## config.mk

```make
export PLATFORM = sky130hd
export DESIGN_NAME = traffic_fsm
export DESIGN_NICKNAME = d
export VERILOG_FILES = /design/src/rtl/traffic_fsm_pkg.sv /design/src/rtl/traffic_fsm_time_params.sv /design/src/rtl/traffic_fsm.sv
export SDC_FILE = /design/constraint.sdc
export NUM_CORES = 1
export LEC_CHECK = 0
export CORE_MARGIN = 1.5
export CORE_UTILIZATION = 42
export DETAILED_ROUTE_END_ITERATION = 12
export PLACE_DENSITY = 0.71
export SLEW_MARGIN = 20
export SYNTH_ARGS = -nofsm -noshare
export SYNTH_HDL_FRONTEND = slang
export SYNTH_SLANG_ARGS = --single-unit
```

## constraint.sdc

```tcl
create_clock -name clock -period 1.6 [get_ports clock]
set_clock_uncertainty 0.2 [all_clocks]
set_input_delay 0.24 -clock clock [delete_from_list [all_inputs] [get_ports clock]]
set_output_delay 0.24 -clock clock [all_outputs]
set_load 0.02 [all_outputs]
```

## src/rtl/traffic_fsm_pkg.sv

```systemverilog
// Shared types and constants for the main/side-street traffic controller.
package traffic_fsm_pkg;

    typedef enum logic [2:0] {
        MAIN_GREEN     = 3'd0,
        MAIN_GREEN_EXT = 3'd1,
        MAIN_YELLOW    = 3'd2,
        PED_WALK       = 3'd3,
        SIDE_GREEN     = 3'd4,
        SIDE_GREEN_EXT = 3'd5,
        SIDE_YELLOW    = 3'd6,
        ILLEGAL        = 3'd7
    } state_e;

    typedef enum logic [1:0] {
        SEL_BASE = 2'b00,
        SEL_EXT  = 2'b01,
        SEL_YEL  = 2'b10,
        SEL_NONE = 2'b11
    } sel_e;

    localparam logic [2:0] RED = 3'b100;
    localparam logic [2:0] YEL = 3'b010;
    localparam logic [2:0] GRN = 3'b001;

    localparam logic [3:0] BASE_DEFAULT = 4'd6;
    localparam logic [3:0] EXT_DEFAULT  = 4'd3;
    localparam logic [3:0] YEL_DEFAULT  = 4'd2;

    typedef struct packed {
        logic [2:0] main;
        logic [2:0] side;
        logic       walk;
    } lights_t;

    function automatic sel_e interval_of(input state_e s);
        case (s)
            MAIN_GREEN, SIDE_GREEN:                return SEL_BASE;
            MAIN_GREEN_EXT, SIDE_GREEN_EXT, PED_WALK: return SEL_EXT;
            MAIN_YELLOW, SIDE_YELLOW:              return SEL_YEL;
            default:                               return SEL_BASE;
        endcase
    endfunction

    // Unknown codes show all-red so a corrupted state can never show a conflicting green.
    function automatic lights_t lights_of(input state_e s);
        case (s)
            MAIN_GREEN, MAIN_GREEN_EXT: return '{main: GRN, side: RED, walk: 1'b0};
            MAIN_YELLOW:                return '{main: YEL, side: RED, walk: 1'b0};
            PED_WALK:                   return '{main: RED, side: RED, walk: 1'b1};
            SIDE_GREEN, SIDE_GREEN_EXT: return '{main: RED, side: GRN, walk: 1'b0};
            SIDE_YELLOW:                return '{main: RED, side: YEL, walk: 1'b0};
            default:                    return '{main: RED, side: RED, walk: 1'b0};
        endcase
    endfunction

endpackage

```

## src/rtl/traffic_fsm_time_params.sv

```systemverilog
// Three programmable 4-bit phase intervals; writing zero restores that entry's default.
module time_params
    import traffic_fsm_pkg::*;
#(
    parameter logic [3:0] BASE_DEF = BASE_DEFAULT,
    parameter logic [3:0] EXT_DEF  = EXT_DEFAULT,
    parameter logic [3:0] YEL_DEF  = YEL_DEFAULT
) (
    input  logic       clock,
    input  logic       reset,
    input  logic       we_i,
    input  sel_e       wsel_i,
    input  logic [3:0] wvalue_i,
    input  sel_e       rsel_i,
    output logic [3:0] rvalue_o
);

    logic [3:0] base_q;
    logic [3:0] ext_q;
    logic [3:0] yel_q;

    always_ff @(posedge clock) begin
        if (reset) begin
            base_q <= BASE_DEF;
            ext_q  <= EXT_DEF;
            yel_q  <= YEL_DEF;
        end else if (we_i) begin
            case (wsel_i)
                SEL_BASE: base_q <= (wvalue_i == 4'd0) ? BASE_DEF : wvalue_i;
                SEL_EXT:  ext_q  <= (wvalue_i == 4'd0) ? EXT_DEF  : wvalue_i;
                SEL_YEL:  yel_q  <= (wvalue_i == 4'd0) ? YEL_DEF  : wvalue_i;
                default:  ;
            endcase
        end
    end

    always_comb begin
        case (rsel_i)
            SEL_EXT: rvalue_o = ext_q;
            SEL_YEL: rvalue_o = yel_q;
            default: rvalue_o = base_q;
        endcase
    end

endmodule

```

## src/rtl/traffic_fsm.sv

```systemverilog
// Intersection phase sequencer driving the countdown timer, both light heads and the walk lamp.
//   state          | meaning
//   MAIN_GREEN/EXT | main street green, base then optional extension
//   MAIN_YELLOW    | main clearing; PED_WALK next if a walk is pending
//   PED_WALK       | all red, walk lamp on
//   SIDE_GREEN/EXT | side street green, extension only while a car waits
//   SIDE_YELLOW    | side clearing, back to MAIN_GREEN
module traffic_fsm
    import traffic_fsm_pkg::*;
#(
    parameter logic [3:0] T_BASE_DEF = BASE_DEFAULT,
    parameter logic [3:0] T_EXT_DEF  = EXT_DEFAULT,
    parameter logic [3:0] T_YEL_DEF  = YEL_DEFAULT
) (
    input  logic       clock,
    input  logic       reset,
    input  logic       sensor,
    input  logic       walk_request,
    input  logic       reprogram,
    input  logic [1:0] time_param_sel,
    input  logic [3:0] time_value,
    input  logic       expired,
    output logic [3:0] timer_value,
    output logic       start_timer,
    output logic [2:0] main_lights,
    output logic [2:0] side_lights,
    output logic       walk_lamp,
    output logic [2:0] state_dbg
);

    state_e  state_q, state_d;
    logic    entry_q, entry_d;
    logic    walk_pending_q, walk_pending_d;
    lights_t lights_q;
    logic [3:0] interval;

    time_params #(
        .BASE_DEF (T_BASE_DEF),
        .EXT_DEF  (T_EXT_DEF),
        .YEL_DEF  (T_YEL_DEF)
    ) u_time_params (
        .clock    (clock),
        .reset    (reset),
        .we_i     (reprogram),
        .wsel_i   (sel_e'(time_param_sel)),
        .wvalue_i (time_value),
        .rsel_i   (interval_of(state_q)),
        .rvalue_o (interval)
    );

    always_comb begin
        state_d        = state_q;
        entry_d        = 1'b0;
        // A request landing in the PED_WALK entry cycle must survive for the next cycle round.
        walk_pending_d = walk_request |
                         (walk_pending_q & ~(entry_q & (state_q == PED_WALK)));
        if (reprogram || state_q == ILLEGAL) begin
            state_d = MAIN_GREEN;
            entry_d = 1'b1;
        end else if (!entry_q && expired) begin
            entry_d = 1'b1;
            case (state_q)
                MAIN_GREEN:     state_d = sensor ? MAIN_YELLOW : MAIN_GREEN_EXT;
                MAIN_GREEN_EXT: state_d = MAIN_YELLOW;
                MAIN_YELLOW:    state_d = walk_pending_q ? PED_WALK : SIDE_GREEN;
                PED_WALK:       state_d = SIDE_GREEN;
                SIDE_GREEN:     state_d = sensor ? SIDE_GREEN_EXT : SIDE_YELLOW;
                SIDE_GREEN_EXT: state_d = SIDE_YELLOW;
                default:        state_d = MAIN_GREEN;
            endcase
        end
    end

    always_ff @(posedge clock) begin
        if (reset) begin
            state_q        <= MAIN_GREEN;
            entry_q        <= 1'b1;
            walk_pending_q <= 1'b0;
            lights_q       <= lights_of(MAIN_GREEN);
        end else begin
            state_q        <= state_d;
            entry_q        <= entry_d;
            walk_pending_q <= walk_pending_d;
            lights_q       <= lights_of(state_d);
        end
    end

    // Timer is held in reset alongside us, so no load strobe until reset drops.
    assign start_timer = entry_q & ~reset;
    assign timer_value = interval;
    assign main_lights = lights_q.main;
    assign side_lights = lights_q.side;
    assign walk_lamp   = lights_q.walk;
    assign state_dbg   = state_q;

endmodule

```

==> impl_metrics.json, run 1 <==
{
  "status": "finished, violations left",
  "violations": "setup timing",
  "ys_seq_area_share_pct": 45.12,
  "whs_path_depth": 1,
  "dp_slack_ps": -610.4,
  "viasPerCell": 5.208,
  "synth_top_family_by_area": "simple AND/OR/NAND/NOR gates",
  "grt_pass1_wl_mm": 4.298,
  "rsz0062_at_grt": "true",
  "num_rows": 18,
  "r2r-end": "side_lights[1]",
  "max_freq_ghz": 0.5091,
  "root_buffer": "clkbuf_4",
  "cp-start-kind": "register",
  "grt_pass1_vias": 923,
  "holdPathEnd": "u_time_params.base_q[2]",
  "clockBufferDepth": 2,
  "hold_viol": 0,
  "critPathMaxFanout": 8,
  "drv_cap": 0,
  "syn_area_um2": 1065,
  "grt_max_degree": 18,
  "fin_nets": 177,
  "yosys-top-cells-area": "dfxtp_1, mux2i_1, nor2_1",
  "p_per_area_nw_per_um2": 634.7,
  "min_period_ps": 1964,
  "ys_seq_elements": 24,
  "tightest_slew_ps": 303.7,
  "fin_crit_sh_pct": 122.8,
  "ir_worst_vdd_v": 0.0006464,
  "synth_nets": 131,
  "port_buffers": 26,
  "power_uw": 1080,
  "start_util_pct": 43.78,
  "first_pass_iters": 4,
  "cts_tree": "done",
  "final_util_pct": 69.96,
  "cp-startpoint": "state_dbg[1]",
  "synth-simple-area-share_pct": 24.09,
  "via_count": 1000,
  "dpl-instance-area_um2": 1558,
  "dieArea_um2": 2846,
  "gp_congestion": 0.7645,
  "worstSetupEndpointType": "primary output",
  "crit_type": "reg2out",
  "synth_cells": 117,
  "drt_iter0_drc": 17,
  "finalInstanceArea_um2": 1702,
  "slew_violations": 0,
  "clk_latency_ps": 320,
  "synth_top_area_share_pct": 45.12,
  "grtUsageTotal_pct": 21.87,
  "area_growth_pct": 59.81,
  "layout_common_cells": "dfxtp_1, nor2_1, buf_4",
  "core_um2": 2432,
  "reg2reg_depth": 5,
  "avgRoutedWirePerCell_um": 14.22,
  "worstReg2RegStart": "state_dbg[1]",
  "maxSlewHeadroom_pct": 79.69,
  "synth_xor_area_share_pct": 0,
  "die_w_um": 53.35,
  "cts-htree-levels": 1,
  "drive_above_1_share_pct": 39.51,
  "avgSynthCellArea_um2": 9.101,
  "final.setup.worst_slack_ps": -364.4,
  "drcViolationCount": 0,
  "clock-sinks": 24,
  "diodes": 0,
  "arrival_ps": 1520,
  "cts-buffers-inserted": 3,
  "clk_pin_slew_ps": 130,
  "reg2reg_slack_ps": -160,
  "hpwl_mm": 1.932,
  "synth_cell_types": 33,
  "yosysTopAreaCell": "dfxtp_1",
  "synth_compound_area_share_pct": 17.98,
  "dieHeight_um": 53.35,
  "synth_fa_ha_area_share_pct": 2.350,
  "drt_wl_total_mm": 2.730,
  "final_common_cell": "dfxtp_1",
  "setup-violations-final": 13,
  "ant_nets": 0,
  "yosys-mux-area-fraction_pct": 6.580,
  "p_leak_uw": 0.0007424,
  "min_from": "u_time_params.base_q[2]",
  "hp-class": "reg2reg",
  "grt-ovfl-total": 0,
  "crit_required_ps": 1160,
  "pin_count": 27,
  "antenna_found_initial": 0,
  "yosys_warnings": 0
}
==> layer usage <==
layer	global-route usage (%)	vias to the layer above	share of wire (%)
li1	-	501	-
met1	27.50	470	45
met2	34.77	23	49
met3	3.390	6	3.4
met4	13.25	0	2.8
met5	0	-	0
==> kinds of logic (layout without fill, tap and decap cells) <==
logic type	count (synthesis)	in the layout
AO/OA/AOI/OAI	26	26
AND/OR/NAND/NOR	48	48
buffers and inverters	10	55
adder cells (fa/ha/maj)	2	2
flip-flops	24	24
multiplexers	7	7
==> worst max-delay path by stage <==
stage,slack (ps),endpoint
3_5_place_dp,-610,main_lights[1]
2_1_floorplan,-40,timer_value[0]
4_1_cts,-380,timer_value[1]
6_report,-360,timer_value[1]
5_1_grt,-440,timer_value[2]
3_3_place_gp,-470,side_lights[1]
==> what timing repair did <==
item	CTS	global route
buffers inserted	6	1
resized for setup	65	7
pin swaps	12	6
setup endpoints to repair	26	17
gates cloned	0	0
hold buffers	0	0
==> power breakdown <==
part	internal, uW	switching [uW]	total [uW]
sequential	611	13.5	624
combinational	99.0	86.0	185
clock	91.4	180	271
==> Yosys cell counts <==
master	count
dfxtp_1	24
nor2_1	17
nand2_1	8
mux2i_1	7
a211o_1	5
clkbuf_1	5
a21oi_1	4
a22oi_1	4
inv_1	4
nand2b_1	4
nor2b_1	4
o21ai_0	4
nand3b_1	3
nor3_1	3
a21oi_2	2
ha_1	2
a2111o_1	1
a21o_1	1
a311o_1	1
a311oi_1	1
a31oi_1	1
and2_1	1
and2b_2	1
and3_1	1
and3b_1	1
buf_4	1
nand4b_1	1
nor3b_1	1
nor3b_2	1
o21ai_2	1
o21bai_1	1
or2b_1	1
or3b_1	1
==> registers in the layout, summed over array words and instances (netlist names) <==
register and cells:
u_time_params.yel_q 4, state_dbg 3, main_lights 3, walk_pending_q 1
walk_lamp 1, side_lights 3, entry_q 1, u_time_params.base_q 4
u_time_params.ext_q 4
==> cell type report <==
| cell class | count | area (um^2) |
|---|---|---|
| Clock inverter | 1 | 3.754 |
| Fill cell | 207 | 730.7 |
| Tap cell | 30 | 37.54 |
| Inverter | 4 | 15.01 |
| Clock buffer | 3 | 22.52 |
| Timing Repair Buffer | 47 | 410.4 |
| Multi-Input combinational cell | 83 | 719.4 |
| Sequential cell | 24 | 493.0 |
==> stage by stage <==
stage,hold slack [ps],cells,TNS (ps)
after floorplan,157.4,117,-160.3
after global placement,246.5,182,-8590
after detailed placement,258.3,182,-9708
after CTS,287.6,192,-2449
after global routing,308.8,192,-3122
final,294.7,192,-2228
==> critical path, cell delays in order, from the launching register on <==
cell and delay (ps):
dfxtp_4 390, nor2b_4 170, ha_4 250, buf_6 130, o21ai_4 140, buf_6 130
(Power assumes the default switching activity.)
==> inputs of run 2 (changes only) <==
--- a/config.mk
+++ b/config.mk
@@ -8,6 +8,7 @@
 export CORE_MARGIN = 1.5
 export CORE_UTILIZATION = 42
 export DETAILED_ROUTE_END_ITERATION = 12
+export GPL_TIMING_DRIVEN = 0
 export PLACE_DENSITY = 0.71
 export SLEW_MARGIN = 20
 export SYNTH_ARGS = -nofsm -noshare
==> impl_metrics.json, run 2 (synthesized netlist as in run 1, its figures left out) <==
{
  "dpl-instance-area_um2": 1479,
  "ir_worst_vdd_v": 0.0005421,
  "grt_pass1_wl_mm": 3.981,
  "layout_common_cells": "dfxtp_1, nor2_1, dlygate4sd2_1, buf_6, clkdlybuf4s50_1",
  "fin_crit_sh_pct": 127.2,
  "core_um2": 2432,
  "start_util_pct": 43.78,
  "dieArea_um2": 2846,
  "ant_nets": 0,
  "cp-endpoint": "timer_value[0]",
  "cts_tree": "done",
  "root_buffer": "clkbuf_4",
  "reg2reg_slack_ps": -320,
  "drcViolationCount": 0,
  "num_rows": 18,
  "diodes": 0,
  "fillers": 201,
  "cts-htree-levels": 1,
  "gp_congestion": 0.8479,
  "port_buffers": 25,
  "tightest_slew_ps": 496.7,
  "p_leak_uw": 0.0007066,
  "r2r-end": "side_lights[1]",
  "grt_max_degree": 14,
  "hp-class": "in2reg",
  "slew_violations": 0,
  "status": "finished, violations left",
  "worstReg2RegStart": "state_dbg[1]",
  "die_w_um": 53.35,
  "crit_required_ps": 1160,
  "fin_cells": 185,
  "cts-buffers-inserted": 3,
  "cp-startpoint": "state_dbg[1]",
  "rsz0062_at_grt": "true",
  "grtUsageTotal_pct": 19.33,
  "regArea_um2": 490.5,
  "pin_count": 27,
  "finalInstanceArea_um2": 1645,
  "viasPerCell": 5.184,
  "first_pass_iters": 4,
  "p_per_area_nw_per_um2": 638.0,
  "setup-violations-final": 14,
  "via_count": 959,
  "clk_pin_slew_ps": 120,
  "final_common_cell": "dfxtp_1",
  "top_regs": "u_time_params.base_q (4), u_time_params.ext_q (4), u_time_params.yel_q (4)",
  "area_growth_pct": 54.52,
  "dp_slack_ps": -635.8,
  "min_period_ps": 2036,
  "drv_cap": 0,
  "power_uw": 1050,
  "clk_latency_ps": 310,
  "reg2reg_depth": 8,
  "clockBufferDepth": 2,
  "hpwl_mm": 1.745,
  "grt-ovfl-total": 0,
  "final.setup.worst_slack_ps": -435.9,
  "arrival_ps": 1600,
  "placed_cells": 172,
  "critPathMaxFanout": 8,
  "grt_pass1_vias": 899,
  "antenna_found_initial": 0,
  "crit_type": "reg2out",
  "multi_input_area_um2": 708.2,
  "clock-sinks": 24,
  "dieHeight_um": 53.35,
  "fin_nets": 170,
  "drt_iter0_drc": 13,
  "max_freq_ghz": 0.4912,
  "violations": "setup timing",
  "drt_wl_total_mm": 2.681,
  "maxSlewHeadroom_pct": 66.89,
  "cp-start-kind": "register",
  "avgRoutedWirePerCell_um": 14.49,
  "hold_viol": 0,
  "drive_above_1_share_pct": 33.55,
  "worstSetupEndpointType": "primary output",
  "hold_buffers": 0
}
[run 2: cell types whose count changed in the layout (fill, tap and decap cells not counted), sizes merged]
cell           delta
buf              -11
clkbuf            +1
clkdlybuf4s15     +1
dlygate4sd2       +2
[run 2: power breakdown]
part           internal, uW  leakage, uW  switching, uW  total [uW]
clock                  91.1    0.0000154            169         260
combinational          83.8     0.000494           81.4         165
sequential              612     0.000197           12.8         625
total                   787     0.000707            263        1050
[run 2: timing repair]
item                                    4_1_cts  5_1_grt
buffers inserted                              9        3
pin swaps                                     8        7
endpoints found under the setup margin       27       17
resized for setup                            46       11
[run 2: cell type report]
class                      count  share of cell area (%)
tap                           30                   2.281
clock buffer                   3                   1.369
buffer                         3                   1.141
clock inverter                 1                  0.2281
sequential                    24                   29.81
inverter                       4                  0.9125
multi-input combinational     83                   43.04
timing repair buffer          37                   21.22
[run 2: per-stage QoR]
step	util [%]	TNS (ps)	hold slack [ps]
global route	67.64	-4749	154.3
floorplan	-	-160.3	157.4
global placement	60.80	-8515	244.7
CTS	66.26	-3079	149.9
finish	67.64	-3850	146.1
detailed placement	60.80	-9211	257.2
[run 2: critical path, cell delays in order (launching register included)]
cell and delay [ps]:
dfxtp_4 360, buf_6 120, nand2_4 60, nand2_4 60, ha_4 300, buf_6 140
o21ai_4 130, buf_6 130
[run 2: routing by layer]
| metal | routed length [um] | global-route usage [%] |
|---|---|---|
| met4 | 29 | 6.410 |
| met2 | 1339 | 33.95 |
| met5 | 0 | 0 |
| met3 | 91 | 3.672 |
| met1 | 1220 | 23.26 |
[run 2: worst min path at each step]
stage / from / to / slack, ps / depth (start not counted)
global placement: u_time_params.base_q[2] / u_time_params.base_q[2] / 240 / 1
floorplan: walk_request / walk_pending_q / 160 / 2
CTS: reset / state_dbg[0] / 150 / 2
global route: reset / state_dbg[0] / 150 / 2
detailed placement: u_time_params.base_q[1] / u_time_params.base_q[1] / 260 / 1
finish: reset / state_dbg[0] / 150 / 2
